## src/rtl/iiitb_seq_det_param.sv

```systemverilog
// -----------------------------------------------------------------------------
// iiitb_seq_det_param
//
// Purpose
//   Run-time programmable Moore sequence detector.
//   - The pattern is 1..MAX_LEN bits long.
//   - Pattern, length and overlap mode are loaded through cfg_*.
//   - dout is a registered single-cycle pulse for each match.
//   - Matches are counted in a saturating counter.
//
// Optional feature
//   Define SEQ_DET_STICKY_EN to add a sticky match flag:
//     sticky_clr (in)  clears the flag
//     sticky     (out) set by any match, held until cleared or reset
//
// Ports
//   clk          in   1        clock
//   reset        in   1        synchronous, active-high
//   din          in   1        serial data bit
//   din_valid    in   1        din is sampled only when this is 1
//   cfg_we       in   1        load cfg_* on this edge (din on that cycle is dropped)
//   cfg_pattern  in   MAX_LEN  pattern; bit[len-1] is received first, bit[0] last
//   cfg_len      in   LEN_W    pattern length; 0 disables, >MAX_LEN clamps to MAX_LEN
//   cfg_overlap  in   1        1: matches may share bits; 0: history flushed after a match
//   dout         out  1        one-cycle match pulse
//   match_count  out  CNT_W    matches since reset/config, saturating
//   busy         out  1        1 while the FSM is in FILL or ARMED
//
// Handshake
//   din is consumed on every rising clk edge where din_valid=1, the detector is
//   enabled (len!=0) and cfg_we=0. There is no back-pressure; the detector is
//   always ready.
// -----------------------------------------------------------------------------
module iiitb_seq_det_param #(
  parameter int MAX_LEN = 8,
  parameter int LEN_W   = 4,
  parameter int CNT_W   = 8
) (
  input  logic               clk,
  input  logic               reset,
  input  logic               din,
  input  logic               din_valid,
  input  logic               cfg_we,
  input  logic [MAX_LEN-1:0] cfg_pattern,
  input  logic [LEN_W-1:0]   cfg_len,
  input  logic               cfg_overlap,
  output logic               dout,
  output logic [CNT_W-1:0]   match_count,
  output logic               busy
`ifdef SEQ_DET_STICKY_EN
  ,
  input  logic               sticky_clr,
  output logic               sticky
`endif
);

  typedef enum logic [1:0] {
    IDLE  = 2'd0,
    FILL  = 2'd1,
    ARMED = 2'd2
  } state_t;

  state_t             state;
  logic [MAX_LEN-1:0] pattern_q;
  logic [LEN_W-1:0]   len_q;
  logic               overlap_q;
  logic [MAX_LEN-1:0] hist;
  logic [LEN_W-1:0]   fill;

  logic [MAX_LEN-1:0] hist_next;
  logic [LEN_W-1:0]   fill_next;
  logic [LEN_W-1:0]   len_clamped;
  logic [MAX_LEN-1:0] len_mask;
  logic               accept;
  logic               match;

  always_comb begin
    len_clamped = (cfg_len > LEN_W'(MAX_LEN)) ? LEN_W'(MAX_LEN) : cfg_len;

    // A config write takes priority over data arriving on the same edge.
    accept    = din_valid && (state != IDLE) && !cfg_we;
    hist_next = {hist[MAX_LEN-2:0], din};

    // fill only needs to reach len; it never grows past it.
    fill_next = (fill >= len_q) ? len_q : fill + 1'b1;

    // Only the low len bits of history and pattern take part in the compare.
    len_mask = '0;
    for (int i = 0; i < MAX_LEN; i++) begin
      len_mask[i] = (i < int'(len_q));
    end

    match = accept && (fill_next >= len_q) &&
            ((hist_next & len_mask) == (pattern_q & len_mask));
  end

  always_ff @(posedge clk) begin
    if (reset) begin
      state       <= IDLE;
      pattern_q   <= '0;
      len_q       <= '0;
      overlap_q   <= 1'b1;
      hist        <= '0;
      fill        <= '0;
      dout        <= 1'b0;
      match_count <= '0;
      busy        <= 1'b0;
    end else if (cfg_we) begin
      pattern_q   <= cfg_pattern;
      len_q       <= len_clamped;
      overlap_q   <= cfg_overlap;
      hist        <= '0;
      fill        <= '0;
      dout        <= 1'b0;
      match_count <= '0;
      if (len_clamped != '0) begin
        state <= FILL;
        busy  <= 1'b1;
      end else begin
        state <= IDLE;
        busy  <= 1'b0;
      end
    end else begin
      dout <= 1'b0;
      if (accept) begin
        if (match) begin
          dout <= 1'b1;
          if (match_count != '1) begin
            match_count <= match_count + 1'b1;
          end
          if (overlap_q) begin
            hist  <= hist_next;
            fill  <= fill_next;
            state <= ARMED;
          end else begin
            // Non-overlapping: the next match needs len brand-new bits.
            hist  <= '0;
            fill  <= '0;
            state <= FILL;
          end
        end else begin
          hist  <= hist_next;
          fill  <= fill_next;
          state <= (fill_next == len_q) ? ARMED : FILL;
        end
      end
    end
  end

`ifdef SEQ_DET_STICKY_EN
  // A match on the same edge as a clear keeps the flag set.
  always_ff @(posedge clk) begin
    if (reset) begin
      sticky <= 1'b0;
    end else if (match) begin
      sticky <= 1'b1;
    end else if (sticky_clr) begin
      sticky <= 1'b0;
    end
  end
`endif

endmodule

```

## config.mk

```make
export PLATFORM = sky130hd
export DESIGN_NAME = iiitb_seq_det_param
export DESIGN_NICKNAME = d
export VERILOG_FILES = /design/src/rtl/iiitb_seq_det_param.sv
export SDC_FILE = /design/constraint.sdc
export NUM_CORES = 1
export LEC_CHECK = 0
export ABC_AREA = 1
export BUFFER_PORTS_ARGS = -buffer_cell sky130_fd_sc_hd__buf_2
export CAP_MARGIN = 30
export CELL_PAD_IN_SITES_DETAIL_PLACEMENT = 0
export CELL_PAD_IN_SITES_GLOBAL_PLACEMENT = 1
export CORE_ASPECT_RATIO = 1.4
export CORE_MARGIN = 4
export CORE_UTILIZATION = 43
export CTS_CLUSTER_DIAMETER = 30
export CTS_CLUSTER_SIZE = 40
export DETAILED_ROUTE_END_ITERATION = 7
export GPL_ROUTABILITY_DRIVEN = 0
export HOLD_SLACK_MARGIN = 0.08
export PLACE_DENSITY = 0.87
export SLEW_MARGIN = 20
export SYNTH_ARGS = -nofsm -noshare
export SYNTH_HDL_FRONTEND = slang
export SYNTH_SLANG_ARGS = --single-unit
```

## constraint.sdc

```tcl
create_clock -name clk -period 6.1 [get_ports clk]
set_input_delay 0.61 -clock clk [delete_from_list [all_inputs] [get_ports clk]]
set_output_delay 0.61 -clock clk [all_outputs]
set_load 0.03 [all_outputs]
```

==> impl_metrics.env, run 1 <==
export IMPL_n_fill_cell=499
export IMPL_synth_edf_count=0
export IMPL_clock_skew_ns=0.00788
export IMPL_worst_hold_slack_ns=0.468
export IMPL_netlist_cell_type_count=27
export IMPL_fin_nets=347
export IMPL_crit_start="len_q[1]"
export IMPL_power_switching_w=0.000143
export IMPL_placed_cells=374
export IMPL_cp_arrival_ns=2.97
export IMPL_p_leak_nw=1.03
export IMPL_drtAntennaViolNets=0
export IMPL_antenna_found_initial=0
export IMPL_cts_sinks=36
export IMPL_port_buffers=27
export IMPL_synthArstFlopShare_pct=0
export IMPL_synth_seq_cells=36
export IMPL_ctsLongestPathBuffers=2
export IMPL_worst_path_max_fanout=13
export IMPL_r2r_slack_ns=3.27
export IMPL_grt_overflow=0
export IMPL_grt_start_max_net_pins=24
export IMPL_cts_root_buffer="clkbuf_8"
export IMPL_peakVddDrop_mv=0.131
export IMPL_cp_end_kind="register"
export IMPL_n_antenna_cell=0
export IMPL_synth_seq_area_share_pct=36.2
export IMPL_p_int_w=0.000390
export IMPL_r2r_start="len_q[1]"
export IMPL_max_freq_mhz=354
export IMPL_synthFlopType="dfxtp_1"
export IMPL_netlist_area_mm2=0.00199
export IMPL_max_slew_margin_pct=49.1
export IMPL_critPathLaunchType="register"
export IMPL_setup_violations=0
export IMPL_utilization_pct=50.5
export IMPL_dieArea_mm2=0.00580
export IMPL_netlist_instances=293
export IMPL_cp_required_ns=6.24
export IMPL_area_growth_syn_to_layout_pct=14.1
export IMPL_drc=0
export IMPL_drt_iter0_markers=86
export IMPL_die_w_um=65.5
export IMPL_start_util_pct=44.3
export IMPL_critPathKind="reg2reg"
export IMPL_dp_hpwl_mm=3.38
export IMPL_synth_largest_area_cell="dfxtp_1"
export IMPL_drt_wl_total_mm=4.53
export IMPL_timing_final_ws_setup_ns=3.27
export IMPL_clockPowerShare_pct=39.4
export IMPL_pre_cts_ws_ns=3.30
export IMPL_max_cap_viol_count=0
export IMPL_via_count=1875
export IMPL_hold_viol=0
export IMPL_viasPerCell=4.91
export IMPL_post_cts_resized=0
export IMPL_drive_above_1_share_pct=14.7
export IMPL_fp_row_count=29
export IMPL_stdcell_count=382
export IMPL_r2r_end="fill[1]"
export IMPL_finalMaxSlewViolations=0
export IMPL_track_usage_pct=18.0
export IMPL_comb_power_share_pct=14.3
export IMPL_die_height_um=88.5
export IMPL_grt_pass1_wl_mm=8.12
export IMPL_wire_per_inst_um=11.9
export IMPL_crit_path_end="fill[1]"
export IMPL_reg2reg_depth=18
export IMPL_fin_crit_ns=2.83
export IMPL_synthTopCellsByArea="dfxtp_1 (36%), nand2_1 (15%), a21oi_1 (8.3%)"
export IMPL_cts_setup_buffers=0
export IMPL_cts_reportedPaths_clkPinSlew_ns=0.07
export IMPL_worst_slew_pin_slew_ns=0.762
export IMPL_tns_ns=0
export IMPL_powerDensity_mw_per_mm2=234
export IMPL_timing_final_crit_share_pct=46.3
export IMPL_yosys_warnings=0
export IMPL_cts_tree="yes"
export IMPL_syn_avg_cell_area_um2=6.80
export IMPL_hp_class="reg2reg"
export IMPL_rsz0062_at_grt="false"
export IMPL_clkLatencyLatePin_ns=0.29
export IMPL_grt_pass1_vias=1858
export IMPL_outcome="completed"
export IMPL_io_pins=28
export IMPL_syn_nets=321
export IMPL_ctsHoldBuffers=0
export IMPL_htreeDepth=2
export IMPL_p_sw_share_pct=26.8
export IMPL_synth_top_area_share_pct=36.2
export IMPL_core_area_mm2=0.00450
export IMPL_power_frac_seq_pct=46.2
export IMPL_cts_buffers=5
export IMPL_firstDrtPassIters=4
[cells by family (layout without fill, tap and decap cells)]
group | count (synthesis) | count (layout) | share of synthesized area (%)
fa+ha+maj | 10 | 10 | 6.28
simple gates | 142 | 142 | 31.0
xor+xnor | 9 | 9 | 3.96
buf+inv | 44 | 71 | 8.98
compound gates | 52 | 52 | 13.6
flops | 36 | 36 | 36.2
[cell usage after synthesis, types with 2 or more instances]
library cell  count
nand3_2           4
xnor2_1           6
nor2_1           21
nor3_1            2
o22ai_1           3
nand4_1           3
dfxtp_1          36
nand3_1          28
a21oi_1          33
nand2_1          80
o21ai_0          13
clkbuf_1          5
inv_1            30
xor2_1            3
inv_2             5
ha_1             10
[worst max-delay path: stages, from the launching register on]
cell,delay (ns)
dfxtp_1,0.35
inv_1,0.12
ha_1,0.33
inv_1,0.06
o21bai_1,0.06
nand3_1,0.06
nand3_1,0.19
nor2_1,0.15
a21oi_1,0.07
ha_1,0.30
nand2_1,0.05
inv_1,0.06
nand2_1,0.08
nand3_1,0.10
nand2_1,0.05
nor2_1,0.11
nand3_2,0.25
nand3_1,0.20
a21oi_1,0.07
[routing by layer]
metal / track usage, % / wire length [um]
met5: 0 / 0
met4: 7.17 / 80
met3: 4.45 / 212
met2: 30.3 / 2150
met1: 21.9 / 2080
[metrics by stage]
stage	area (um^2)	total power, W
final	2270	0.000533
after global routing	2270	0.000562
after CTS	2270	0.000539
after detailed placement	2170	0.000329
after global placement	2170	0.000328
after floorplan	1990	0.000309
[placed cells by master, fill, tap and decap left out, types with 4 or more instances in the layout]
cell,n
nand3_1,28
nand2_1,80
clkbuf_8,5
buf_2,27
dfxtp_1,36
nor2_1,21
o21ai_0,13
xnor2_1,6
inv_1,30
ha_1,10
inv_2,5
nand3_2,4
a21oi_1,33
[layout make-up]
| cell class | instances | area [um^2] | area share [%] |
|---|---|---|---|
| Clock buffer | 6 | 72.6 | 3.19 |
| Clock inverter | 2 | 35.0 | 1.54 |
| Inverter | 36 | 140 | 6.16 |
| Multi-Input combinational cell | 213 | 1090 | 48.0 |
| Sequential cell | 36 | 721 | 31.7 |
| Tap cell | 62 | 77.6 | 3.41 |
| Timing Repair Buffer | 27 | 135 | 5.94 |
[sequential cells by signal, summed over array words and instances, names as in the netlist]
register,flops
match_count,8
pattern_q,8
hist,7
fill,4
len_q,4
state,2
busy,1
dout,1
overlap_q,1
[power groups by stage]
stage,sequential (W),clock (W),combinational [W]
4_1_cts,0.000247,0.000215,0.0000770
6_report,0.000246,0.000210,0.0000764
3_3_place_gp,0.000252,0,0.0000760
2_1_floorplan,0.000253,0,0.0000559
5_1_grt,0.000248,0.000225,0.0000897
3_5_place_dp,0.000252,0,0.0000766
[worst min-delay path by stage]
stage / from / endpoint / depth (start not counted)
after floorplan: pattern_q[1] / pattern_q[1] / 2
after global placement: busy / busy / 2
after detailed placement: busy / busy / 2
after CTS: pattern_q[4] / pattern_q[4] / 2
after global routing: pattern_q[6] / pattern_q[6] / 2
final: busy / busy / 2
Note: power is estimated with default switching activity, not from simulation.
==> inputs of run 2 (changes only) <==
Settings changed: CORE_UTILIZATION 43 to 36, PLACE_DENSITY 0.87 to 0.78.
Clock period 6.1 ns to 2.3 ns, I/O delays scaled along.
==> impl_metrics.env, run 2 (synthesis results as in run 1) <==
export IMPL_die_w_um=70.9
export IMPL_dieArea_mm2=0.00680
export IMPL_final_common_cell="nand2_1"
export IMPL_timing_final_ws_setup_ns=-0.330
export IMPL_wl_met3_um=197
export IMPL_clock_skew_ns=0.00664
export IMPL_hp_class="in2reg"
export IMPL_via_count=2049
export IMPL_peakVddDrop_mv=0.333
export IMPL_cp_required_ns=2.53
export IMPL_htreeDepth=2
export IMPL_holdPathStages=3
export IMPL_clkLatencyLatePin_ns=0.29
export IMPL_p_int_w=0.00111
export IMPL_cts_root_buffer="clkbuf_8"
export IMPL_power_switching_w=0.000429
export IMPL_hold_viol=0
export IMPL_grt_start_max_net_pins=19
export IMPL_fp_row_count=31
export IMPL_cp_num_buf_inv=6
export IMPL_core_area_mm2=0.00528
export IMPL_dr_wl_met2_mm=2.91
export IMPL_antenna_found_initial=0
export IMPL_final_cell_mix="nand2_1 (73), dfxtp_1 (32), buf_4 (29)"
export IMPL_whs_endpoint="pattern_q[0]"
export IMPL_cts_buffers=5
export IMPL_area_growth_syn_to_layout_pct=36.2
export IMPL_drt_wl_total_mm=5.47
export IMPL_fin_crit_ns=2.63
export IMPL_grt_overflow=0
export IMPL_top_layer="met4"
export IMPL_power_frac_seq_pct=42.6
export IMPL_tns_ns=-4.63
export IMPL_drc=0
export IMPL_setup_violations=22
export IMPL_cts_reportedPaths_clkPinSlew_ns=0.08
export IMPL_cp_end_kind="register"
export IMPL_io_pins=28
export IMPL_port_buffers=27
export IMPL_cp_arrival_ns=2.86
export IMPL_pre_cts_ws_ns=-0.359
export IMPL_cts_tree="yes"
export IMPL_ctsLongestPathBuffers=2
export IMPL_timing_final_crit_share_pct=114
export IMPL_rsz0062_at_grt="true"
export IMPL_post_dp_cell_area_mm2=0.00234
export IMPL_violations="setup timing"
export IMPL_r2r_slack_ns=-0.33
export IMPL_worst_path_max_fanout=8
export IMPL_drt_iter0_markers=91
export IMPL_reg_largest_list="match_count x8, pattern_q x8, hist x7"
export IMPL_powerDensity_mw_per_mm2=566
export IMPL_clockPowerShare_pct=36.0
export IMPL_dp_hpwl_mm=3.81
export IMPL_firstDrtPassIters=4
export IMPL_path_delay_family="simple AND/OR/NAND/NOR gates"
export IMPL_crit_chain="inv_4, ha_4, inv_2, o21bai_1, nand3_1, nand3_4, nand2_1, o21ai_2, ha_1, nand2_2, inv_2, nand2_2, nand2_1, nor2_1, nor2_1, nand3_2, buf_4, buf_6, buf_4, nor2_2"
export IMPL_r2r_start="len_q[1]"
export IMPL_ctsHoldBuffers=0
export IMPL_die_height_um=96.0
export IMPL_grt_pass1_vias=1941
export IMPL_critPathLaunchType="register"
export IMPL_cts_sinks=36
export IMPL_r2r_end="dout"
export IMPL_critPathKind="reg2reg"
export IMPL_p_leak_nw=1.20
export IMPL_start_util_pct=37.8
export IMPL_comb_power_share_pct=21.4
export IMPL_grt_pass1_wl_mm=8.98
export IMPL_max_freq_mhz=380
export IMPL_design_area_mm2=0.00271
export IMPL_max_slew_margin_pct=52.9
export IMPL_slowest_delay_ns=0.35
export IMPL_max_cap_viol_count=0
export IMPL_viasPerCell=4.90
export IMPL_n_antenna_cell=0
export IMPL_worst_slew_pin_slew_ns=0.706
export IMPL_track_usage_pct=16.6
export IMPL_fin_nets=379
export IMPL_reg2reg_depth=20
export IMPL_wire_per_inst_um=13.1
export IMPL_wl_met1_mm=2.26
export IMPL_min_delay_start="cfg_pattern[0]"
export IMPL_n_fill_cell=552
export IMPL_outcome="finished with violations"
export IMPL_drive_above_1_share_pct=33.0
export IMPL_p_sw_share_pct=27.9
export IMPL_finalMaxSlewViolations=0
export IMPL_drtAntennaViolNets=0
export IMPL_cp_slowest_cell="dfxtp_2"
export IMPL_totalPowerFinal_w=0.00153
==> run 2: metal layers <==
layer	vias up	track usage [%]
met2	39	30.0
met1	933	19.6
met4	0	6.27
li1	1070	-
met5	-	0
met3	7	2.51
==> run 2: area by class of cell <==
class | count | area, um^2 | share of cell area, %
multi-input cells | 214 | 1280 | 47.2
flip-flops and latches | 36 | 726 | 26.8
repair buffers | 57 | 364 | 13.4
inverters | 36 | 143 | 5.26
well taps | 66 | 82.6 | 3.04
clock buffers | 5 | 68.8 | 2.54
clock inverters | 3 | 42.5 | 1.57
repair inverters | 1 | 5.00 | 0.185
==> run 2: how the worst max path moves through the flow <==
stage,from,depth (start not counted),to,slack (ns)
6_report,len_q[1],20,dout,-0.33
5_1_grt,len_q[1],20,match_count[1],-0.50
4_1_cts,len_q[1],20,match_count[2],-0.21
3_5_place_dp,len_q[3],17,state[0],-0.36
3_3_place_gp,len_q[3],17,state[0],-0.28
2_1_floorplan,len_q[1],20,match_count[4],-0.03
==> run 2: metrics by stage <==
| stage | std cells | utilization [%] | hold slack (ns) |
|---|---|---|---|
| 6_report | 418 | 51.4 | 0.158 |
| 5_1_grt | 418 | 51.4 | 0.186 |
| 4_1_cts | 413 | 49.8 | 0.154 |
| 3_5_place_dp | 398 | 44.4 | 0.459 |
| 3_3_place_gp | 398 | 44.4 | 0.451 |
| 2_1_floorplan | 293 | - | 0.299 |
==> run 2: what timing repair did <==
action | 4_1_cts | 5_1_grt
endpoints found under the hold margin | 0 | 0
setup endpoints to repair | 22 | 22
buffers inserted | 6 | 4
pin swaps | 11 | 7
cloned | 1 | 1
gates resized for setup | 23 | 16
==> run 2: worst reg2reg max path, stage by stage (launching register included) <==
cell	delay (ns)
dfxtp_2	0.35
inv_4	0.04
ha_4	0.23
inv_2	0.04
o21bai_1	0.06
nand3_1	0.13
nand3_4	0.19
nand2_1	0.13
o21ai_2	0.07
ha_1	0.30
nand2_2	0.06
inv_2	0.06
nand2_2	0.07
nand2_1	0.06
nor2_1	0.04
nor2_1	0.11
nand3_2	0.17
buf_4	0.19
buf_6	0.10
buf_4	0.12
nor2_2	0.07
==> run 2: power by group through the flow <==
stage                     clock (W)  combinational, W  sequential, W
after CTS                  0.000565          0.000300       0.000653
after floorplan                   0          0.000151       0.000671
after global routing       0.000586          0.000370       0.000656
after detailed placement          0          0.000241       0.000668
after global placement            0          0.000237       0.000667
final                      0.000553          0.000329       0.000653
==> inputs of run 3 (changes only) <==
Settings changed: CORE_ASPECT_RATIO 1.4 to 1.25.
==> impl_metrics.env, run 3 (synthesis results as in run 1) <==
export IMPL_reg_largest_list="match_count x8, pattern_q x8, hist x7"
export IMPL_hp_class="in2reg"
export IMPL_worst_hold_slack_ns=0.156
export IMPL_ff_latch_area_um2=727
export IMPL_critPathLaunchType="register"
export IMPL_max_freq_mhz=382
export IMPL_finalMaxSlewViolations=0
export IMPL_rsz0062_at_grt="true"
export IMPL_drtAntennaViolNets=0
export IMPL_clockPowerShare_pct=38.8
export IMPL_cts_sinks=36
export IMPL_peakVddDrop_mv=0.293
export IMPL_comb_power_share_pct=20.1
export IMPL_cts_reportedPaths_clkPinSlew_ns=0.07
export IMPL_ctsHoldBuffers=0
export IMPL_viasPerCell=4.87
export IMPL_antenna_found_initial=0
export IMPL_cts_root_buffer="clkbuf_8"
export IMPL_firstDrtPassIters=5
export IMPL_hold_viol=0
export IMPL_drt_wl_total_mm=5.56
export IMPL_clkLatencyLatePin_ns=0.29
export IMPL_grt_pass1_wl_mm=8.98
export IMPL_dp_hpwl_mm=3.66
export IMPL_fp_row_count=30
export IMPL_final_cell_mix="nand2_1 (73), dfxtp_1 (31), buf_4 (29)"
export IMPL_cts_buffers=5
export IMPL_wire_per_inst_um=13.3
export IMPL_drc=0
export IMPL_timing_final_ws_setup_ns=-0.319
export IMPL_power_frac_seq_pct=41.1
export IMPL_outcome="finished with violations"
export IMPL_cp_arrival_ns=2.85
export IMPL_port_buffers=27
export IMPL_design_area_mm2=0.00276
export IMPL_die_height_um=91.2
export IMPL_critPathKind="reg2reg"
export IMPL_setup_violations=22
export IMPL_utilization_pct=51.0
export IMPL_post_dp_cell_area_mm2=0.00233
export IMPL_grt_pass1_vias=1904
export IMPL_cts_tree="yes"
export IMPL_violations="setup timing"
export IMPL_via_count=2031
export IMPL_cp_end_kind="register"
export IMPL_pre_cts_ws_ns=-0.341
export IMPL_final_common_cell="nand2_1"
export IMPL_multi_input_area_mm2=0.00129
export IMPL_n_fill_cell=543
export IMPL_power_switching_w=0.000431
export IMPL_htreeDepth=2
export IMPL_p_leak_nw=1.22
export IMPL_worst_slew_pin_slew_ns=0.679
export IMPL_fin_crit_ns=2.62
export IMPL_drt_iter0_markers=102
export IMPL_area_growth_syn_to_layout_pct=38.3
export IMPL_die_w_um=74.5
export IMPL_core_area_mm2=0.00541
export IMPL_fin_nets=380
export IMPL_timing_final_crit_share_pct=114
export IMPL_cp_required_ns=2.53
export IMPL_io_pins=28
export IMPL_p_int_w=0.00116
export IMPL_drive_above_1_share_pct=34.8
export IMPL_track_usage_pct=17.0
export IMPL_n_antenna_cell=0
export IMPL_start_util_pct=36.9
export IMPL_dieArea_mm2=0.00679
export IMPL_clock_skew_ns=0.00259
export IMPL_p_sw_share_pct=27.1
export IMPL_max_slew_margin_pct=54.7
export IMPL_worst_path_max_fanout=8
export IMPL_powerDensity_mw_per_mm2=578
export IMPL_grt_start_max_net_pins=19
export IMPL_max_cap_viol_count=0
export IMPL_ctsLongestPathBuffers=2
export IMPL_grt_overflow=0
## run 3: through the flow
| step | setup TNS, ns | instances | power (W) |
|---|---|---|---|
| detailed placement | -5.27 | 395 | 0.000906 |
| global placement | -4.79 | 395 | 0.000903 |
| floorplan | -0.196 | 293 | 0.000822 |
| global route | -10.29 | 417 | 0.00168 |
| CTS | -2.73 | 412 | 0.00158 |
| finish | -5.91 | 417 | 0.00159 |
## run 3: layer usage
layer / track usage (%) / routed length, um
met2: 27.1 / 2710
met4: 5.49 / 102
met5: 0 / 0
met1: 22.5 / 2450
met3: 3.54 / 285
## run 3: final timing paths
check        slack, ns            from        endpoint  depth (start not counted)
min reg2reg       0.47            busy            busy                          2
min               0.16  cfg_pattern[5]    pattern_q[5]                          3
max reg2reg      -0.32        len_q[1]  match_count[2]                         20
max              -0.32        len_q[1]  match_count[2]                         20
## run 3: what timing repair did
item,CTS,global route
pin swaps,14,8
gates resized for setup,35,8
setup buffers,7,5
setup endpoints to repair,22,22
gates cloned,2,0
hold endpoints to repair,0,0
## run 3: final cells by class
class	instances	share of cell area, %
Multi-Input combinational cell	214	46.8
Timing Repair Buffer	58	13.9
Sequential cell	36	26.4
Inverter	36	5.18
Clock inverter	1	1.09
Tap cell	64	2.91
Timing Repair inverter	1	0.182
Clock buffer	7	3.50
## run 3: power groups by stage
stage	Sequential (W)	Clock, W	Combinational, W
after CTS	0.000653	0.000633	0.000297
after global routing	0.000655	0.000664	0.000356
after floorplan	0.000671	0	0.000151
after global placement	0.000667	0	0.000236
final	0.000653	0.000618	0.000320
after detailed placement	0.000668	0	0.000238
## run 3: critical path, stage by stage, from the launching register on
cell and delay, ns:
dfxtp_2 0.36, inv_4 0.04, ha_4 0.25, inv_2 0.03, o21bai_1 0.14, nand3_1 0.15
nand3_4 0.15, nor2_1 0.08, a21oi_2 0.15, ha_1 0.26, nand2_1 0.07, inv_1 0.04
nand2_2 0.06, nand2_1 0.06, nor2_1 0.09, nor2_1 0.05, nand3_2 0.16, clkinv_4 0.11
nand2_8 0.09, nand2_2 0.07, a21oi_2 0.14
